## config.mk

```make
export PLATFORM = sky130hd
export DESIGN_NAME = crc_stream_engine
export DESIGN_NICKNAME = d
export VERILOG_FILES = /design/src/rtl/crc_pkg.sv /design/src/rtl/crc_byte_step.sv /design/src/rtl/crc_stream_engine.sv
export SDC_FILE = /design/constraint.sdc
export NUM_CORES = 1
export LEC_CHECK = 0
export CAP_MARGIN = 20
export CORE_ASPECT_RATIO = 0.7
export CORE_UTILIZATION = 64
export DETAILED_ROUTE_END_ITERATION = 6
export HOLD_SLACK_MARGIN = 0.05
export PLACE_DENSITY = 0.84
export SLEW_MARGIN = 10
export SYNTH_ARGS = -nofsm -noshare
export SYNTH_HDL_FRONTEND = slang
export SYNTH_SLANG_ARGS = --single-unit
```

## constraint.sdc

```tcl
create_clock -name clk -period 11 [get_ports clk]
set_input_delay 1.1 -clock clk [delete_from_list [all_inputs] [get_ports clk]]
set_output_delay 1.1 -clock clk [all_outputs]
set_load 0.01 [all_outputs]
```

## src/rtl/crc_pkg.sv

```systemverilog
// Shared CRC presets, FSM state type and keep/reflection helpers for the CRC stream engine.
package crc_pkg;

  typedef struct packed {
    logic [31:0] poly;
    logic [31:0] init;
    logic [31:0] xorout;
    logic        refin;
    logic        refout;
    logic [31:0] residue;
  } crc_preset_t;

  localparam crc_preset_t CRC32_ETH = '{
    poly:    32'h04C11DB7,
    init:    32'hFFFFFFFF,
    xorout:  32'hFFFFFFFF,
    refin:   1'b1,
    refout:  1'b1,
    residue: 32'hDEBB20E3
  };

  localparam crc_preset_t CRC16_CCITT_FALSE = '{
    poly:    32'h00001021,
    init:    32'h0000FFFF,
    xorout:  32'h00000000,
    refin:   1'b0,
    refout:  1'b0,
    residue: 32'h00000000
  };

  localparam crc_preset_t CRC8 = '{
    poly:    32'h00000007,
    init:    32'h00000000,
    xorout:  32'h00000000,
    refin:   1'b0,
    refout:  1'b0,
    residue: 32'h00000000
  };

  localparam int MAX_BYTES = 8;

  typedef enum logic {
    ST_IDLE = 1'b0,
    ST_BUSY = 1'b1
  } crc_state_e;

  // A keep mask is contiguous from lane 0 when it has the form 2^k-1.
  function automatic logic keep_contiguous(input logic [MAX_BYTES-1:0] keep);
    return (keep & (keep + 8'd1)) == '0;
  endfunction

  function automatic logic [31:0] reflect_bits(input logic [31:0] value, input int unsigned width);
    logic [31:0] r;
    r = '0;
    for (int unsigned i = 0; i < 32; i++) begin
      if (i < width) begin
        r = r | (((value >> (width - 1 - i)) & 32'd1) << i);
      end
    end
    return r;
  endfunction

endpackage

```

## src/rtl/crc_byte_step.sv

```systemverilog
// Combinational single-byte CRC update; the reflected form shifts LSB-first with the mirrored polynomial.
module crc_byte_step
  import crc_pkg::*;
#(
  parameter int          CRC_W = 32,
  parameter logic [31:0] POLY  = 32'h04C11DB7,
  parameter bit          REFIN = 1'b1
) (
  input  logic [CRC_W-1:0] crc_in,
  input  logic [7:0]       byte_in,
  output logic [CRC_W-1:0] crc_out
);

  localparam logic [CRC_W-1:0] POLY_N   = POLY[CRC_W-1:0];
  localparam logic [31:0]      POLY_R32 = reflect_bits(POLY, CRC_W);
  localparam logic [CRC_W-1:0] POLY_R   = POLY_R32[CRC_W-1:0];

  logic [CRC_W-1:0] c;

  always_comb begin
    c = crc_in;
    if (REFIN) begin
      c[7:0] = c[7:0] ^ byte_in;
      for (int b = 0; b < 8; b++) begin
        c = c[0] ? ((c >> 1) ^ POLY_R) : (c >> 1);
      end
    end else begin
      c[CRC_W-1 -: 8] = c[CRC_W-1 -: 8] ^ byte_in;
      for (int b = 0; b < 8; b++) begin
        c = c[CRC_W-1] ? ((c << 1) ^ POLY_N) : (c << 1);
      end
    end
    crc_out = c;
  end

endmodule

```

## src/rtl/crc_stream_engine.sv

```systemverilog
// Streaming CRC engine: folds all kept bytes of a beat per cycle and holds one framed result
// (CRC, residue match, length, keep error) in a single-entry output buffer.
module crc_stream_engine
  import crc_pkg::*;
#(
  parameter int          DATA_BYTES = 4,
  parameter int          CRC_W      = 32,
  parameter logic [31:0] POLY       = 32'h04C11DB7,
  parameter logic [31:0] INIT       = 32'hFFFFFFFF,
  parameter logic [31:0] XOROUT     = 32'hFFFFFFFF,
  parameter bit          REFIN      = 1'b1,
  parameter bit          REFOUT     = 1'b1,
  parameter logic [31:0] RESIDUE    = 32'hDEBB20E3
) (
  input  logic                    clk,
  input  logic                    rst,
  input  logic                    in_valid,
  output logic                    in_ready,
  input  logic [8*DATA_BYTES-1:0] in_data,
  input  logic [DATA_BYTES-1:0]   in_keep,
  input  logic                    in_last,
  input  logic                    check_en,
  output logic                    out_valid,
  input  logic                    out_ready,
  output logic [CRC_W-1:0]        out_crc,
  output logic                    out_match,
  output logic [15:0]             out_len,
  output logic                    out_err
);

  localparam logic [CRC_W-1:0]      INIT_V    = INIT[CRC_W-1:0];
  localparam logic [CRC_W-1:0]      XOROUT_V  = XOROUT[CRC_W-1:0];
  localparam logic [CRC_W-1:0]      RESIDUE_V = RESIDUE[CRC_W-1:0];
  localparam logic [DATA_BYTES-1:0] KEEP_ALL  = '1;

  crc_state_e       state_q;
  logic [CRC_W-1:0] crc_q;
  logic [15:0]      len_q;
  logic             err_q;
  logic             chk_q;

  logic             out_valid_q;
  logic [CRC_W-1:0] out_crc_q;
  logic             out_match_q;
  logic [15:0]      out_len_q;
  logic             out_err_q;

  logic             beat_fire;
  logic [CRC_W-1:0] chain [DATA_BYTES+1];
  logic [CRC_W-1:0] step_out [DATA_BYTES];
  logic [CRC_W-1:0] crc_d;
  logic [CRC_W-1:0] crc_rev;
  logic [CRC_W-1:0] crc_pre_xor;
  logic [3:0]       kept_cnt;
  logic [16:0]      len_sum;
  logic [15:0]      len_d;
  logic             keep_bad;
  logic             err_d;
  logic             chk_d;
  logic             match_d;

  // Ready depends only on the result buffer, never on in_valid.
  assign in_ready  = !out_valid_q || out_ready;
  assign beat_fire = in_valid && in_ready;

  // crc_q already holds INIT whenever no frame is open, so the chain always starts from it.
  assign chain[0] = crc_q;

  generate
    for (genvar gi = 0; gi < DATA_BYTES; gi++) begin : g_lane
      crc_byte_step #(
        .CRC_W (CRC_W),
        .POLY  (POLY),
        .REFIN (REFIN)
      ) u_step (
        .crc_in  (chain[gi]),
        .byte_in (in_data[8*gi +: 8]),
        .crc_out (step_out[gi])
      );
      assign chain[gi+1] = in_keep[gi] ? step_out[gi] : chain[gi];
    end
  endgenerate

  assign crc_d = chain[DATA_BYTES];

  always_comb begin
    kept_cnt = '0;
    for (int i = 0; i < DATA_BYTES; i++) begin
      kept_cnt = kept_cnt + {3'b000, in_keep[i]};
    end
  end

  assign len_sum = {1'b0, len_q} + {13'd0, kept_cnt};
  assign len_d   = len_sum[16] ? 16'hFFFF : len_sum[15:0];

  assign keep_bad = !keep_contiguous(MAX_BYTES'(in_keep)) || (!in_last && (in_keep != KEEP_ALL));
  assign err_d    = err_q || keep_bad;
  assign chk_d    = (state_q == ST_IDLE) ? check_en : chk_q;

  always_comb begin
    crc_rev = '0;
    for (int i = 0; i < CRC_W; i++) begin
      crc_rev[i] = crc_d[CRC_W-1-i];
    end
  end

  // The register is kept in input bit order; flip it only when the output order differs.
  assign crc_pre_xor = (REFIN != REFOUT) ? crc_rev : crc_d;
  assign match_d     = chk_d && (crc_pre_xor == RESIDUE_V);

  always_ff @(posedge clk) begin
    if (rst) begin
      state_q     <= ST_IDLE;
      crc_q       <= INIT_V;
      len_q       <= '0;
      err_q       <= 1'b0;
      chk_q       <= 1'b0;
      out_valid_q <= 1'b0;
      out_crc_q   <= '0;
      out_match_q <= 1'b0;
      out_len_q   <= '0;
      out_err_q   <= 1'b0;
    end else begin
      if (out_valid_q && out_ready) begin
        out_valid_q <= 1'b0;
      end
      if (beat_fire) begin
        if (in_last) begin
          state_q     <= ST_IDLE;
          crc_q       <= INIT_V;
          len_q       <= '0;
          err_q       <= 1'b0;
          chk_q       <= 1'b0;
          out_valid_q <= 1'b1;
          out_crc_q   <= crc_pre_xor ^ XOROUT_V;
          out_match_q <= match_d;
          out_len_q   <= len_d;
          out_err_q   <= err_d;
        end else begin
          state_q <= ST_BUSY;
          crc_q   <= crc_d;
          len_q   <= len_d;
          err_q   <= err_d;
          chk_q   <= chk_d;
        end
      end
    end
  end

  assign out_valid = out_valid_q;
  assign out_crc   = out_crc_q;
  assign out_match = out_match_q;
  assign out_len   = out_len_q;
  assign out_err   = out_err_q;

endmodule

```

==> metrics.txt <==
total CTS buffers 9; number of enable flip-flop cells after synthesis 0; post-route ant nets 0; post-CTS sizing 0; combinational family with the most area after synthesis XOR/XNOR gates; Slew headroom a little under a third; unrepaired setup endpoints after global routing false; via count just under 9000; Core Region 15000 µm²; Mean Syn Cell Area roughly 8.7 µm²; pin count of the biggest net entering global routing 104; Die X 151 µm; Syn Nets between 1000 and 1500; # IOs 94; nets@finish 1241; Yosys reg bits 102; XOR/XNOR Fraction of Synth Area 33.5%; PortBufs 93; Critical Path Start Type primary input; Reg clk slew, reported paths about 0.070 ns; TNS Setup 0 ns; worst min path class reg2reg; post-synthesis adder-cell area fraction 0.981%; CTS H-tree lvls 3; Syn. warnings 0; final hold violations 0; final WL 30.5 mm; Finish-stage setup viols 0; die area roughly 16000 µm²; post-synthesis cell count 1147; Core Rows 37; Final Wtd Congestion 1.01; Final Cycle Share 68.0%; drt initial violations 1147; register area share after synthesis 20.5%; Post-CTS Setup Bufs 0; post-synthesis cell area 9950 µm²; Wirelength per Cell 21.9 µm; CTS Buffer Depth 2; Initial Utilization between 60% and 70%; synth-to-layout area growth 12.5%; Synth Flop Type dfxtp_1; TritonCTS clock tree yes; post-layout minimum cycle time 7.48 ns; vias per cell 6.42; max-slew violations 0; drt first pass iters 5; CP Class in2reg; number of global-route vias before repair about 8200; CP arrival a little under 8 ns; All-Layer GR Usage 38.8%; CTS sink cnt 102; maxcap violations 0; Crit Path Max Fanout 8; Post-synth ARST share 0%; CP Data Required Time 11.29 ns; Die Y roughly 110 µm; post-synthesis mux area share 7.68%; number of remaining DRC errors 0; Worst Tran Pin Value 1.02 ns; first-pass GRT wire length 46.5 mm; initial antenna violation count 0; antenna diode count 0; Root Driver clkbuf_16; Overflow after GRT 0; Fmax around 130 MHz; cts hold-fix bufs 0; share of cells above drive strength 1 between 7 and 8%; Setup crit end kind flip-flop; status finished, final reports clean; Final HPWL DP approximately 24 mm; Synth Area in Simple Gates 18.3%; Compound-Gate Fraction of Synth Area 15.8%; Netlist cell types between 70 and 80; Worst Clk Skew a little over 0.009 ns; Clk Latency, worst-skew pair 0.35 ns
[worst max-delay path, cell delays in order]
cell,delay [ns]
clkdlybuf4s50_1,0.45
xnor2_2,0.55
xnor3_1,0.44
mux2i_2,0.33
xor3_1,0.39
mux2i_1,0.60
xor2_1,0.41
xor3_1,0.54
o21ai_0,0.11
nand4_1,0.37
xnor2_1,0.80
xor2_1,0.23
xnor2_1,0.45
nor4bb_1,0.39
nor3_1,0.12
a311o_1,0.34
o21ai_1,0.12
[per-stage QoR]
stage	hold slack [ns]	cell area (µm²)	setup slack [ns]	util (%)	cells
floorplan	0.453	9950	4.92	-	1147
global placement	0.444	10900	3.48	73.1	1377
detailed placement	0.446	10900	3.40	73.1	1377
CTS	0.463	11200	3.75	74.9	1391
global route	0.488	11200	3.17	74.9	1391
finish	0.463	11200	3.52	74.9	1391
[registers in the layout, summed over array words and instances, names as in the netlist]
register,flops
out_match,1
len_q,16
state_q,1
out_len,16
err_q,1
out_err,1
chk_q,1
crc_q,32
out_valid,1
out_crc,32
[routing by layer]
metal | vias up | GRT usage [%] | share of wire, %
li1 | 4125 | - | -
met1 | 4248 | 58.7 | 45
met2 | 506 | 54.2 | 41
met3 | 47 | 11.6 | 13
met4 | 0 | 7.07 | 1.4
met5 | - | 0 | 0
[final cells by class]
class / instances / area, µm²
clock inverters: 4 / 33.8
clock buffers: 10 / 239
well taps: 195 / 244
inverters: 16 / 60.1
multi-input cells: 960 / 7590
fillers: 1138 / 3750
repair buffers: 104 / 988
flip-flops and latches: 102 / 2040
[synthesized netlist by cell type, types with 12 or more instances]
| master | count | area, µm² |
|---|---|---|
| o21ai_0 | 29 | 145 |
| clkbuf_1 | 60 | 225 |
| nor3_1 | 23 | 115 |
| or2_2 | 16 | 100 |
| a211oi_1 | 17 | 128 |
| inv_1 | 13 | 48.8 |
| and2_1 | 13 | 81.3 |
| xnor2_1 | 130 | 1140 |
| o22ai_1 | 22 | 138 |
| xnor3_1 | 49 | 1100 |
| mux2i_1 | 59 | 591 |
| dfxtp_1 | 102 | 2040 |
| nor2_1 | 128 | 480 |
| nand2b_1 | 30 | 188 |
| nand3_1 | 12 | 60.1 |
| xor3_1 | 16 | 380 |
| nand2_1 | 91 | 342 |
| a311oi_1 | 12 | 105 |
| xor2_1 | 50 | 438 |
| a21oi_1 | 98 | 490 |
[kinds of logic after synthesis]
| family | count (synthesis) |
|---|---|
| flops | 102 |
| xor+xnor | 260 |
| mux | 72 |
| buf+inv | 85 |
| fa+ha+maj | 6 |
| compound gates | 247 |
| simple gates | 375 |
[layout by cell type (no fill, tap or decap), types with 22 or more instances in the layout]
cell and n:
nor3_1 23, xnor2_1 130, mux2i_1 59, dfxtp_1 102
clkdlybuf4s50_1 88, nand2b_1 30, o21ai_0 29, xnor3_1 49
xor2_1 50, nor2_1 127, o22ai_1 22, a21oi_1 98
nand2_1 91
[worst paths after layout]
| kind | start | endpoint | cells after the start | slack (ns) |
|---|---|---|---|---|
| setup / recovery | in_data[1] | out_match | 17 | 3.52 |
| hold / removal | out_len[12] | out_len[12] | 2 | 0.46 |
| setup reg to reg | crc_q[1] | out_match | 16 | 4.34 |
| hold reg to reg | out_len[12] | out_len[12] | 2 | 0.46 |
Power is not shown: default switching activity piles up to over one toggle a cycle in this logic, so the estimate is an artifact.
